--- src/rtl/alu_op_sequencer.sv ---
// Request/response controller for a combinational 3-op-select ALU: registers operands,
// waits a fixed settle time, captures result/flags and returns them with backpressure.
module alu_op_sequencer #(
  parameter int WIDTH         = 3,
  parameter int SETTLE_CYCLES = 1,
  parameter int CNT_W         = 8
) (
  input  logic             clk,
  input  logic             rst,
  input  logic             req_valid,
  output logic             req_ready,
  input  logic [2:0]       req_sel,
  input  logic [WIDTH-1:0] req_a,
  input  logic [WIDTH-1:0] req_b,
  input  logic             req_use_prev,
  output logic [WIDTH-1:0] alu_a,
  output logic [WIDTH-1:0] alu_b,
  output logic [2:0]       alu_sel,
  input  logic [WIDTH-1:0] alu_result,
  input  logic             alu_z,
  input  logic             alu_v,
  output logic             rsp_valid,
  input  logic             rsp_ready,
  output logic [WIDTH-1:0] rsp_result,
  output logic             rsp_z,
  output logic             rsp_v,
  output logic [2:0]       rsp_sel,
  output logic             busy,
  output logic [CNT_W-1:0] op_count
);

  localparam int CW = (SETTLE_CYCLES > 1) ? $clog2(SETTLE_CYCLES) : 1;

  typedef enum logic [1:0] {
    ST_IDLE = 2'd0,
    ST_WAIT = 2'd1,
    ST_RESP = 2'd2
  } state_t;

  state_t         state;
  state_t         next_state;
  logic [CW-1:0]  wait_cnt;
  logic [WIDTH-1:0] acc;
  logic           accept;
  logic           capture;
  logic           done;

  always_ff @(posedge clk or posedge rst) begin
    if (rst) state <= ST_IDLE;
    else     state <= next_state;
  end

  always_comb begin
    next_state = state;
    accept     = 1'b0;
    capture    = 1'b0;
    done       = 1'b0;
    case (state)
      ST_IDLE: begin
        if (req_valid) begin
          accept     = 1'b1;
          next_state = ST_WAIT;
        end
      end
      ST_WAIT: begin
        if (wait_cnt == '0) begin
          capture    = 1'b1;
          next_state = ST_RESP;
        end
      end
      ST_RESP: begin
        if (rsp_ready) begin
          done       = 1'b1;
          next_state = ST_IDLE;
        end
      end
      default: next_state = ST_IDLE;
    endcase
  end

  // req_ready depends on state only; gated low while reset is held.
  assign req_ready = (state == ST_IDLE) && !rst;
  assign busy      = (state != ST_IDLE);

  always_ff @(posedge clk or posedge rst) begin
    if (rst) begin
      wait_cnt   <= '0;
      alu_a      <= '0;
      alu_b      <= '0;
      alu_sel    <= '0;
      acc        <= '0;
      rsp_valid  <= 1'b0;
      rsp_result <= '0;
      rsp_z      <= 1'b0;
      rsp_v      <= 1'b0;
      rsp_sel    <= '0;
      op_count   <= '0;
    end else begin
      if (accept) begin
        alu_a    <= req_use_prev ? acc : req_a;
        alu_b    <= req_b;
        alu_sel  <= req_sel;
        wait_cnt <= CW'(SETTLE_CYCLES - 1);
      end else if (state == ST_WAIT && wait_cnt != '0) begin
        wait_cnt <= wait_cnt - CW'(1);
      end

      if (capture) begin
        rsp_result <= alu_result;
        rsp_z      <= alu_z;
        // Overflow is only meaningful for ADD/SUB.
        rsp_v      <= (alu_sel == 3'b100 || alu_sel == 3'b101) ? alu_v : 1'b0;
        rsp_sel    <= alu_sel;
        acc        <= alu_result;
        rsp_valid  <= 1'b1;
      end

      if (done) begin
        rsp_valid <= 1'b0;
        op_count  <= op_count + CNT_W'(1);
      end
    end
  end

endmodule

--- config.mk ---
export PLATFORM = sky130hd
export DESIGN_NAME = alu_op_sequencer
export DESIGN_NICKNAME = d
export VERILOG_FILES = /design/src/rtl/alu_op_sequencer.sv
export SDC_FILE = /design/constraint.sdc
export NUM_CORES = 1
export LEC_CHECK = 0
export BUFFER_PORTS_ARGS = -buffer_cell sky130_fd_sc_hd__buf_2
export CAP_MARGIN = 10
export CORE_ASPECT_RATIO = 1.1
export CORE_UTILIZATION = 50
export CTS_CLUSTER_DIAMETER = 200
export DETAILED_ROUTE_END_ITERATION = 8
export PLACE_DENSITY = 0.81
export SKIP_CTS_REPAIR_TIMING = 1
export SYNTH_ARGS = -nofsm -noshare
export SYNTH_HDL_FRONTEND = slang
export SYNTH_SLANG_ARGS = --single-unit
--- constraint.sdc ---
create_clock -name clk -period 3.9 [get_ports clk]
set_clock_uncertainty 0.05 [all_clocks]
set_input_delay 0.78 -clock clk [delete_from_list [all_inputs] [get_ports clk]]
set_output_delay 0.78 -clock clk [all_outputs]
set_load 0.01 [all_outputs]
# == Yosys cells after proc, flatten, opt, wreduce, memory -nomap -nowiden ==
# Index checks and enable logic that the tools add are counted.
# totals
ff_bits,29
wordCells,45
out_inout_bits,28
in_bits,19
# classes
n_eq_ne,7
mux,16
n_reduce_logical,9
add_sub_neg,2
# op_table
cell,n
1-bit 2-to-1 mux,11
"8-bit by 1-bit adder with 8-bit output, second input constant",1
"3-bit == test, second input constant",2
2-bit 2-to-1 mux,3
"2-bit inequality test, second input constant",3
2-bit case mux with 3 select lines,1
2-bit nonzero test,3
3-bit 2-to-1 mux,1
3-bit AND reduction,1
"2-bit by 1-bit == test with 1-bit output, second input constant",1
"2-bit == test, second input constant",1
1-bit logical AND,2
2-bit zero test,1
1-bit zero test,1
1-bit logical OR,1
"1-bit subtractor, second input constant",1

# == Depth between registers and ports, before layout ==
# logic_depth
depth_word,4
mapped_depth,5
depth_no_buf,4

# == Least setup slack after synthesis ==
# No wires, ideal clock.
# synth_path
kind,flip-flop to output port
start,register state[1]
end,output port req_ready
t_required_ns,3.070
arrival_time_ns,0.990
path_buffers,1
setup_slack_ns,2.080
stages_incl_launch_ff,4
cell_sequence,dfrtp_1 -> buf_4 -> or2_2 -> nor2_1
# synth_between
elab_chain_cells,2
# synth_rtl
element,line_no,source
from (decl),40,state_t state;
from (signal assigned),50,else state <= next_state;
2-bit zero test,82,assign req_ready = (state == ST_IDLE) && !rst;
1-bit logical AND,82,
to (decl),11,"output logic req_ready,"
# Every way passes these cells.

# == Worst setup path after layout ==
# Ends and elaborated chain as after synthesis.

==> metrics.md <==
| Metric | Value |
|---|---|
| Status | complete, no violations |
| Seq pwr share | 46.4% |
| PortBufs | 46 |
| Die Ht | 54.6 µm |
| Post-route DRC | 0 |
| Startpoint Class | register |
| Worst-path cell chain | or2_2, nor2_1, buf_2 |
| EDFF count, synth | 0 |
| Area growth syn-to-layout | 24.6% |
| Layout cell share with drive strength beyond 1 | 51.4% |
| Global-route wire length before repair | 3800 µm |
| Worst Tran Pin Value | 815 ps |
| PwrDens | approximately 730 mW/mm² |
| WHS | 408 ps |
| CP Max Fanout | 8 |
| Rel. slew slack | 45.4% |
| Post-synthesis sequential area ratio | 57.7% |
| Min cycle time layout | 2210 ps |
| Comb power frac | 38.0% |
| Post-synthesis cell type count | 25 |
| Synthesized Nets | 112 |
| Worst setup path end | req_ready |
| Layout Nets | 162 |
| DR vias/cell | 5.10 |
| Gr usage total | 20.1% |
| Tcrit/Tclk final | 56.6% |
| R2R Setup Slk | 2080 ps |
| Max-slew violations | 0 |
| Post-synth top cells | dfrtp_1, mux2_2, nor2_1 |
| Starting Density | between 50% and 60% |
| Reg-to-reg critical path startpoint | state[0] |
| HP Class | in -> async |
| Root Buffer | clkbuf_4 |
| Number of global-route vias before repair | 835 |
| YS warnings | 0 |
| Die ar. | 0.00272 mm² |
| Count leader, synth | dfrtp_1 |
| WP buf/inv | 1 |
| FF-to-FF End | rsp_sel[2] |
| Ys async rst share | 100% |
| Net Sw Frac | 35.5% |
| Core box area | 0.00232 mm² |
| Syn Area/Cell | 13.7 µm² |
| DP Wirelength | 1700 µm |
| Pre-antenna DRT Iters | 4 |
| Routed Wire Length | 2320 µm |
| Max Cap Violations | 0 |
| Total Power | 1.14 mW |
| RSZ-0062 raised after global routing | no |
| Largest net degree at the start of global routing | 30 |
| Initial antenna violation count | 0 |
| Final hold vios | 0 |
| Crit path launch | state[1] |
| Crit path kind | reg -> out |
| CP peak stage delay | 510 ps |
| Path depth of the worst reg2reg path | 2 |
| Synth area leader | dfrtp_1 |
| Critical-path top delay cell | dfrtp_1 |
| Post-synth top flop | dfrtp_1 |
| Clock Pin Slew Worst Setup and Hold Paths | 80 ps |
| Drt initial violations | 5 |
| FF+latch count, synth | 29 |
| Top post-synthesis cells by area | dfrtp_1, mux2_2, mux2i_1 |
| Post-Synthesis Cells | 92 |
| # H-tree levels | 2 |
| Post-synth top area share | 57.7% |
| Clock power frac | around 16% |
| Crit path max-delay family | flip-flops |
| Antenna cells | 0 |
| Area of the mapped netlist | 0.00126 mm² |
| Lkg Pwr | 0.795 nW |
| Crit path capture type | output port |
| DP Cell Count | between 150 and 200 |
| Placer congestion estimate | 0.775 |
| GR Overflow Total | 0 |
| Clk buf depth | 2 |
| Critical Path RT | slightly above 3000 ps |
| Setup Viol. Count Final | 0 |
| Placed inst area | 0.00148 mm² |
| Achievable Freq | about 450 MHz |
| ANT nets after route | 0 |
| Final instance area | between 0.0015 and 0.002 mm² |
| Cell Count, Final, Fillers Out | approximately 170 |
| Routed via count | 878 |
| Peak supply drop | 0.442 mV |
| Die extent in x | 49.8 µm |
| CP arrival | 1380 ps |
| Clk sinks | 29 |
| Net load switching power | 0.406 mW |
| TNS Setup | 0 ps |
| CTS tree | built |
| Crit path depth | 3 |
| Average wire per standard cell | between 10 and 15 µm |
| Pint | 0.738 mW |
| Clk Latency, worst-skew pair | 320 ps |
| FP Rows | 18 |
| CTS Buf Count | 5 |
| Ports | 47 |
-- cell type report --
cell class | count | area, µm²
fillers | 186 | 753
inverters | 4 | 15.0
clock buffers | 7 | 55.1
multi-input cells | 55 | 475
well taps | 30 | 37.5
repair buffers | 47 | 258
flip-flops and latches | 29 | 726
-- power by group through the flow --
stage | Clock [mW] | Combinational [mW] | Sequential [mW]
6_report | 0.178 | 0.435 | 0.531
5_1_grt | 0.194 | 0.478 | 0.552
4_1_cts | 0.185 | 0.439 | 0.532
3_5_place_dp | 0 | 0.436 | 0.539
3_3_place_gp | 0 | 0.424 | 0.527
2_1_floorplan | 0 | 0.254 | 0.565
-- cells by family after synthesis --
group                    count (synthesis)  synth area share (%)
buffers and inverters                    8                  4.48
AO/OA/AOI/OAI                            6                  2.79
flip-flops                              29                  57.7
multiplexers                            18                  15.7
AND/OR/NAND/NOR                         23                  13.4
XOR/XNOR                                 7                  4.88
adder cells (fa/ha/maj)                  1                 0.995
-- per-layer routing --
layer | part of all wire (%) | wire length, µm | vias up | GRT usage, %
met5 | 0 | 0 | - | 0
met4 | 1.1 | 26 | 0 | 10.0
met2 | 52 | 1220 | 33 | 32.4
li1 | - | - | 412 | -
met3 | 6.2 | 143 | 4 | 8.61
met1 | 40 | 934 | 429 | 23.3
-- per-stage QoR --
| stage | utilization (%) | setup WS, ps |
|---|---|---|
| after floorplan | - | 2080 |
| after global placement | 64.0 | 1980 |
| after detailed placement | 64.0 | 1930 |
| after CTS | 66.3 | 1670 |
| after global routing | 67.5 | 1610 |
| final | 67.5 | 1690 |
-- registers in the layout, indices dropped and copies added (netlist names) --
signal,count
alu_sel,3
alu_b,3
rsp_z,1
alu_a,3
state,2
op_count,8
rsp_sel,3
rsp_v,1
wait_cnt,1
acc,3
rsp_valid,1
-- cells in the final DEF, fill, tap and decap left out, types with 2 or more instances in the layout --
cell type / count
or2_2: 2
clkbuf_4: 5
nor2_1: 8
mux2_2: 14
xnor2_1: 3
buf_2: 46
nor3_1: 2
mux2i_1: 4
a21oi_1: 3
xor2_1: 4
dfrtp_1: 29
inv_1: 4
nand4b_1: 2
nand2_1: 2
-- worst min path at each step --
stage / slack [ps] / to / cells past startpoint / startpoint
3_3_place_gp: 400 / op_count[7] / 1 / op_count[7]
4_1_cts: 450 / op_count[5] / 1 / op_count[5]
3_5_place_dp: 430 / rsp_valid / 1 / rsp_valid
2_1_floorplan: 450 / wait_cnt / 1 / wait_cnt
6_report: 410 / op_count[1] / 2 / rst
5_1_grt: 430 / op_count[1] / 2 / rst
Power figures use the tool's default switching activity.
